[config.mk]
export PLATFORM = sky130hd
export DESIGN_NAME = fp_mult_pipe
export DESIGN_NICKNAME = d
export VERILOG_FILES = /design/src/rtl/fp_mult_pipe_pkg.sv /design/src/rtl/fp_mult_lane.sv /design/src/rtl/fp_mult_pipe.sv
export SDC_FILE = /design/constraint.sdc
export NUM_CORES = 2
export LEC_CHECK = 0
export ABC_AREA = 1
export CAP_MARGIN = 30
export CORE_MARGIN = 2
export CORE_UTILIZATION = 60
export DETAILED_ROUTE_END_ITERATION = 10
export PLACE_DENSITY = 0.87
export SYNTH_ARGS = -nofsm -noshare
export SYNTH_HDL_FRONTEND = slang
export SYNTH_SLANG_ARGS = --single-unit
[constraint.sdc]
create_clock -name clk -period 8.7 [get_ports clk]
set_clock_uncertainty 0.15 [all_clocks]
set_input_delay 1.74 -clock clk [delete_from_list [all_inputs] [get_ports clk]]
set_output_delay 1.74 -clock clk [all_outputs]
set_load 0.01 [all_outputs]
[src/rtl/fp_mult_pipe_pkg.sv]
// Shared defaults and small types for the pipelined fixed-point multiplier.
package fp_mult_pipe_pkg;

   // Default datapath geometry: Q8.8 operands, one pixel (3 channels) per beat.
   localparam int FP_WIDTH_DEF       = 16;
   localparam int FP_FRAC_DEF        = 8;
   localparam int FP_LANES_DEF       = 3;
   localparam int FP_MULT_STAGES_DEF = 2;

   // Per-beat mode bits; they travel down the pipe alongside the product.
   typedef struct packed {
      logic round_en;
      logic sat_en;
   } fp_mode_t;

endpackage

[src/rtl/fp_mult_lane.sv]
// One lane: signed multiply, optional round-half-up, overflow detect and
// optional saturation, with its stage registers gated by the shared advance.
module fp_mult_lane
   import fp_mult_pipe_pkg::*;
#(
   parameter int W      = FP_WIDTH_DEF,
   parameter int F      = FP_FRAC_DEF,
   parameter int STAGES = FP_MULT_STAGES_DEF
) (
   input  logic         clk,
   input  logic         rst,
   input  logic         adv_i,
   input  logic [W-1:0] a_i,
   input  logic [W-1:0] b_i,
   input  fp_mode_t     mode_i,
   output logic [W-1:0] res_o,
   output logic         ovf_o
);

   // One guard bit above the full product so the rounding add cannot wrap.
   localparam int PW  = 2*W + 1;
   localparam int TOP = W - 1 + F;
   localparam logic [PW-1:0] HALF = (F > 0) ? (PW'(1) << ((F > 0) ? F - 1 : 0)) : '0;
   localparam logic [W-1:0] MAX_VAL = {1'b0, {(W-1){1'b1}}};
   localparam logic [W-1:0] MIN_VAL = {1'b1, {(W-1){1'b0}}};

   logic signed [PW-1:0] a_ext;
   logic signed [PW-1:0] b_ext;
   logic signed [PW-1:0] prod_raw;
   logic signed [PW-1:0] sel_p;
   fp_mode_t             sel_mode;

   assign a_ext    = {{(W+1){a_i[W-1]}}, a_i};
   assign b_ext    = {{(W+1){b_i[W-1]}}, b_i};
   assign prod_raw = a_ext * b_ext;

   if (STAGES == 1) begin : g_single
      // Single stage: round/saturate straight from the inputs.
      assign sel_p    = prod_raw;
      assign sel_mode = mode_i;
   end else begin : g_prod_pipe
      logic signed [PW-1:0] prod_q [STAGES-1];
      fp_mode_t             mode_q [STAGES-1];

      // Stage 1 captures raw products and modes; deeper entries are pure delay.
      always_ff @(posedge clk or posedge rst) begin
         if (rst) begin
            for (int i = 0; i < STAGES-1; i++) begin
               prod_q[i] <= '0;
               mode_q[i] <= '0;
            end
         end else if (adv_i) begin
            prod_q[0] <= prod_raw;
            mode_q[0] <= mode_i;
            for (int i = 1; i < STAGES-1; i++) begin
               prod_q[i] <= prod_q[i-1];
               mode_q[i] <= mode_q[i-1];
            end
         end
      end

      assign sel_p    = prod_q[STAGES-2];
      assign sel_mode = mode_q[STAGES-2];
   end

   logic [PW-1:0]       rnd_p;
   logic [PW-1-TOP:0]   top_bits;
   logic [W-1:0]        res_d;
   logic                ovf_d;
   logic [W-1:0]        res_q;
   logic                ovf_q;
   logic                unused_rnd;

   // Round, extract the result field, detect overflow and clamp if asked.
   always_comb begin
      rnd_p = sel_p;
      if (sel_mode.round_en) begin
         rnd_p = sel_p + HALF;
      end
      top_bits = rnd_p[PW-1:TOP];
      ovf_d    = !((&top_bits) || !(|top_bits));
      res_d    = rnd_p[TOP:F];
      if (ovf_d && sel_mode.sat_en) begin
         res_d = rnd_p[PW-1] ? MIN_VAL : MAX_VAL;
      end
   end

   // Fraction bits below the result field are intentionally dropped.
   assign unused_rnd = ^rnd_p;

   // Last stage: registered result and overflow flag.
   always_ff @(posedge clk or posedge rst) begin
      if (rst) begin
         res_q <= '0;
         ovf_q <= 1'b0;
      end else if (adv_i) begin
         res_q <= res_d;
         ovf_q <= ovf_d;
      end
   end

   assign res_o = res_q;
   assign ovf_o = ovf_q;

endmodule

[src/rtl/fp_mult_pipe.sv]
// Multi-lane pipelined fixed-point multiplier with a stall-all valid/ready pipe.
//
// Handshake: a beat moves on a rising edge where valid && ready are both high.
// The whole pipe advances when out_ready || !out_valid; in_ready equals that
// advance term, so a stalled output back-pressures the input in the same cycle
// and bubbles move through like data.
module fp_mult_pipe
   import fp_mult_pipe_pkg::*;
#(
   parameter int FP_WIDTH = FP_WIDTH_DEF,
   parameter int FP_FRAC  = FP_FRAC_DEF,
   parameter int LANES    = FP_LANES_DEF,
   parameter int STAGES   = FP_MULT_STAGES_DEF
) (
   input  logic                      clk,
   input  logic                      rst,
   input  logic                      in_valid,
   output logic                      in_ready,
   input  logic [LANES*FP_WIDTH-1:0] a,
   input  logic [LANES*FP_WIDTH-1:0] b,
   input  logic                      round_en,
   input  logic                      sat_en,
   output logic                      out_valid,
   input  logic                      out_ready,
   output logic [LANES*FP_WIDTH-1:0] out,
   output logic [LANES-1:0]          ovf
);

   logic              advance;
   logic [STAGES-1:0] vld_q;
   logic [STAGES-1:0] vld_d;
   fp_mode_t          mode_in;

   assign out_valid = vld_q[STAGES-1];
   assign advance   = out_ready || !out_valid;
   assign in_ready  = advance;

   assign mode_in.round_en = round_en;
   assign mode_in.sat_en   = sat_en;

   // Valid shift chain: shifts only when the pipe advances.
   always_comb begin
      vld_d = vld_q;
      if (advance) begin
         vld_d[0] = in_valid;
         for (int i = 1; i < STAGES; i++) begin
            vld_d[i] = vld_q[i-1];
         end
      end
   end

   // Valid register; reset discards every in-flight beat.
   always_ff @(posedge clk or posedge rst) begin
      if (rst) begin
         vld_q <= '0;
      end else begin
         vld_q <= vld_d;
      end
   end

   for (genvar g = 0; g < LANES; g++) begin : g_lane
      fp_mult_lane #(
         .W      (FP_WIDTH),
         .F      (FP_FRAC),
         .STAGES (STAGES)
      ) u_lane (
         .clk    (clk),
         .rst    (rst),
         .adv_i  (advance),
         .a_i    (a[g*FP_WIDTH +: FP_WIDTH]),
         .b_i    (b[g*FP_WIDTH +: FP_WIDTH]),
         .mode_i (mode_in),
         .res_o  (out[g*FP_WIDTH +: FP_WIDTH]),
         .ovf_o  (ovf[g])
      );
   end

endmodule

== Word level (Yosys, flattened, before mapping) ==
Index checks and enable logic that the tools add are counted.

* Bits in registers: 154
* Bits of input ports: 102
* Output and inout bits: 53
* Logic and storage cells: 47

* Add/sub/neg operators: 3
* Multipliers: 3
* Muxes and demuxes: 9
* Reductions and logical operators: 20

{| class="wikitable"
|+ Operators with widths
! operator !! count
|-
| $add A33 B8 Y33 const B || 3
|-
| $mux W33 || 3
|-
| $mul A16 B16 Y32 || 3
|-
| $mux W16 || 6
|-
| $reduce_and A10 Y1 || 3
|-
| $reduce_or A10 Y1 || 3
|-
| $logic_not A1 Y1 || 7
|-
| $logic_or A1 B1 Y1 || 4
|-
| $logic_and A1 B1 Y1 || 3
|}

== Longest topological paths before layout ==
* Word-level depth: 8
* Gate-level depth with buffers: 28
* Gate-level depth less buffers: 26

== Cells and area by module ==
Synthesis repeated with hierarchy kept, for this count alone.

* Cell total of the unflattened synthesis: 5,232
* Area, all modules: 39,525.4 um^2

{| class="wikitable"
|+ Modules (own cells, without submodules)
! module !! instances !! cells each !! area an instance (um^2)
|-
| fp_mult_lane (g_lane[0].u_lane) || 1 || 1,766 || 13,274.0
|-
| fp_mult_lane (g_lane[2].u_lane) || 1 || 1,732 || 13,093.8
|-
| fp_mult_lane (g_lane[1].u_lane) || 1 || 1,724 || 13,073.8
|-
| fp_mult_pipe || 1 || 10 || 83.8
|}

== Worst setup path before layout ==
Ideal clock, no wire load.

* Path kind: input to register
* From: in a[39]
* To: reg g_lane[2].u_lane.g_prod_pipe.prod_q[25] (netlist bit)
* Library setup time: 0.133 ns
* Arrival time: 7.023 ns
* Data required time: 8.417 ns
* Path slack: 1.394 ns
* Stages: 25
* Buffers on the path: 2
* Cell sequence: clkbuf_1 > clkbuf_1 > nand2_1 > fa_1 > inv_1 > fa_1 > inv_1 > fa_1 > inv_1 > fa_1 > fa_1 > inv_1 > fa_1 > inv_1 > ha_1 > a21oi_1 > inv_1 > a21oi_1 > inv_1 > a21oi_1 > nand3_1 > a21o_1 > or2_2 > nand3_1 > o21ai_0

* Word-level cells in the longest chain between the ends: 1

{| class="wikitable"
|+ Ends and longest elaborated chain
! what !! RTL line !! text
|-
| start: declaration || fp_mult_pipe.sv:19 || <nowiki>input logic [LANES*FP_WIDTH-1:0] a,</nowiki>
|-
| $mul A16 B16 Y32 || fp_mult_lane.sv:35 || <nowiki>assign prod_raw = a_ext * b_ext;</nowiki>
|-
| end signal: indexed assignment || fp_mult_lane.sv:56 || <nowiki>prod_q[i] <= prod_q[i-1];</nowiki>
|-
| end: declaration || fp_mult_lane.sv:42 || <nowiki>logic signed [PW-1:0] prod_q [STAGES-1];</nowiki>
|}

Every way passes these cells.
A chain may end at the register's enable or synchronous reset.

== Worst setup path after layout ==
* From: in b[5]
* To: reg g_lane[0].u_lane.g_prod_pipe.prod_q[29] (netlist bit)

* Word-level cells in the longest chain between the ends: 1

{| class="wikitable"
|+ Ends and longest elaborated chain
! what !! RTL line !! text
|-
| start: declaration || fp_mult_pipe.sv:20 || <nowiki>input logic [LANES*FP_WIDTH-1:0] b,</nowiki>
|-
| $mul A16 B16 Y32 || fp_mult_lane.sv:35 ||
|-
| end signal: indexed assignment || fp_mult_lane.sv:56 ||
|-
| end: declaration || fp_mult_lane.sv:42 ||
|}

Every way passes these cells.

==> flow_summary.yaml <==
status:
  status: "complete, no violations"
floorplan:
  die-area_um2: 66300
  coreArea_um2: 63300
  start_util_pct: 60.9
  placementRows: 92
  die_x_um: 257
  io_pins: 155
  die_y_um: 257
setup_path:
  worst-path-max-fanout: 16
  cp.required_ns: 8.82
  cpMostUsedCell: "fa_1"
  critPathArrivalTime_ns: 8.27
  cpMaxStageDelayCell: "clkdlybuf4s50_1"
  worstPathCellList: "clkdlybuf4s50_1, nand2_1, fa_1, inv_1, fa_1, fa_1, fa_1, fa_1, inv_1, fa_1, inv_1, ha_1, nand2_1, nor4_1, nand3_1, nand2_1, nand2_1, nand3_1, o21ai_0"
  startpoint_type: "primary input"
  slowest_delay_ns: 0.96
  worst-setup-path-type: "in -> reg"
  critPathCaptureType: "flip-flop"
place:
  dp_hpwl_um: 82100
  port_buffers: 154
  place_congestion: 0.978
  dpl_cell_area_um2: 40900
global_routing:
  groute.usage.overall_pct: 30.1
  antenna_found_initial: 0
  first_global_vias: 33900
  grt_max_degree: 84
  overflow: 0
  grt_first_pass_wirelength_um: 163000
synth:
  synth_cell_types: 51
  ys_ff_latch: 130
  async_flop_share_pct: 100
  synth_area_um2: 38500
  yosysWarnings: 0
  seq_area_frac_synth_pct: 8.44
  ys.flop_type: "dfrtp_1"
  synth_edf_count: 0
  syn-num-nets: 6223
  synthCells: 5098
  avgSynthCellArea_um2: 7.56
worst_hold_path:
  hp-class: "reg -> reg"
clock_tree:
  cts_made_buffers: 17
  cts_sinks: 130
  post_cts_buffers: 0
  insertion_delay_ns: 0.42
  cts_root_buf: "clkbuf_16"
  path_clk_slew_ns: 0.06
  cts_resized: 0
  htreeDepth: 4
  cts_hold_buffers: 0
  cts_buffer_depth: 2
  cts_tree: "done"
sta:
  fin_crit_ns: 8.14
  hold_viol: 0
  rsz0062_at_grt: "no"
  max_freq_mhz: 123
  fin_setup_tns_ns: 0
  slew_viol_final: 0
  setup_violations: 0
  timing.final.crit_share_pct: 93.6
  worst_pin_slew_ns: 0.895
  relSlewSlack_pct: 40.3
  hold_ws_ns: 0.303
final_layout:
  area_delta_synth_final_pct: 7.65
  design_area_um2: 41500
  layout-drive-gt1-share_pct: 3.80
  num_antenna_cells: 0
  nets: 6268
job:
  drv_cap: 0
detailed_routing:
  viasPerCell: 5.38
  drt_iter0_drc: 2954
  wirelength_um: 95700
  drt_first_pass_iters: 7
  antenna_left: 0
  post_drt_wl_per_cell_um: 15.9
  drc: 0
  vias: 32300
## synth_stat cells, drive strengths merged, types with 5 or more instances
| cell | instances | area (um^2) |
|---|---|---|
| inv | 1435 | 5390 |
| nand2 | 1392 | 5230 |
| fa | 783 | 15700 |
| ha | 240 | 3000 |
| nor2 | 225 | 927 |
| clkbuf | 187 | 702 |
| nand3 | 155 | 861 |
| o21ai | 139 | 696 |
| dfrtp | 130 | 3250 |
| a21oi | 93 | 465 |
| xor2 | 50 | 438 |
| nand4 | 48 | 332 |
| xnor2 | 44 | 385 |
| or2 | 36 | 225 |
| nor3 | 32 | 181 |
| buf | 20 | 143 |
| a31oi | 15 | 93.8 |
| a21o | 10 | 75.1 |
| nand3b | 9 | 67.6 |
| a221oi | 8 | 70.1 |
| nor4 | 7 | 43.8 |
| o21bai | 6 | 45.0 |
| o211ai | 5 | 37.5 |
## worst paths after layout
path | start | to | slack [ns] | cells after the start
worst min-delay path | vld_q[0] | vld_q[1] | 0.30 | 2
worst min register to register | vld_q[0] | vld_q[1] | 0.30 | 2
worst max-delay path | b[5] | g_lane[0].u_lane.g_prod_pipe.prod_q[29] | 0.56 | 19
worst max register to register | g_lane[1].u_lane.g_prod_pipe.mode_q[1] | g_lane[0].u_lane.res_o[3] | 5.32 | 13
min in group asynchronous | rst | g_lane[0].u_lane.res_o[2] | 1.61 | 2
max in group asynchronous | rst | g_lane[2].u_lane.g_prod_pipe.prod_q[23] | 5.49 | 3
## worst max-delay path: cells and delay by family
family | cells | cell delay [ns]
compound gates | 1 | 0.09
fa+ha+maj | 7 | 3.60
buf+inv | 4 | 1.13
simple gates | 7 | 1.71
## flip-flops by register name, indices dropped and copies added (netlist names)
| register | flops |
|---|---|
| g_lane.u_lane.g_prod_pipe.mode_q | 2 |
| g_lane.u_lane.g_prod_pipe.prod_q | 75 |
| g_lane.u_lane.ovf_o | 3 |
| vld_q | 2 |
| g_lane.u_lane.res_o | 48 |
## metrics by stage
stage / utilization, % / cells / worst slack (ns)
finish: 65.5 / 6001 / 0.555
global route: 65.5 / 6001 / 0.324
CTS: 65.5 / 6001 / 0.698
detailed placement: 64.6 / 5970 / 0.275
global placement: 64.6 / 5970 / 0.384
floorplan: - / 5098 / 1.39
## layout make-up
class,count,area [um^2]
Clock buffer,20,457
Clock inverter,11,129
Fill cell,5139,21800
Inverter,1438,5410
Multi-Input combinational cell,3323,29100
Sequential cell,130,3250
Tap cell,846,1060
Timing Repair Buffer,233,2130
## layout by cell type, fill, tap and decap left out, types with 17 or more instances in the layout
| cell | n |
|---|---|
| nor3_1 | 29 |
| xor2_1 | 50 |
| fa_1 | 783 |
| o21ai_0 | 136 |
| xnor2_1 | 44 |
| buf_4 | 79 |
| a21oi_1 | 93 |
| dfrtp_1 | 130 |
| nand4_1 | 43 |
| clkdlybuf4s50_1 | 154 |
| inv_1 | 1430 |
| nand2_1 | 1390 |
| nor2_1 | 205 |
| nand3_1 | 141 |
| or2_2 | 35 |
| ha_1 | 240 |
| clkbuf_16 | 17 |
## layer usage
metal  wire length (um)  share of wire [%]  vias up  GRT usage [%]
li1                   -                  -    14700              -
met1              38700                 40    15700           40.4
met2              46100                 48     1516           50.7
met3               7800                8.2      286           4.63
met4               3050                3.2        0           9.30
met5                  0                  0        -              0
## logic make-up after synthesis
kind of cell	Yosys count	synth area share [%]
AND/OR/NAND/NOR	1908	20.5
buffers and inverters	1645	16.2
adder cells (fa/ha/maj)	1023	48.5
AO/OA/AOI/OAI	298	4.29
flip-flops	130	8.44
XOR/XNOR	94	2.14
Power is left out: the tool's default activity adds up to more than one toggle a clock period on the data nets, which glitch-free logic cannot reach.
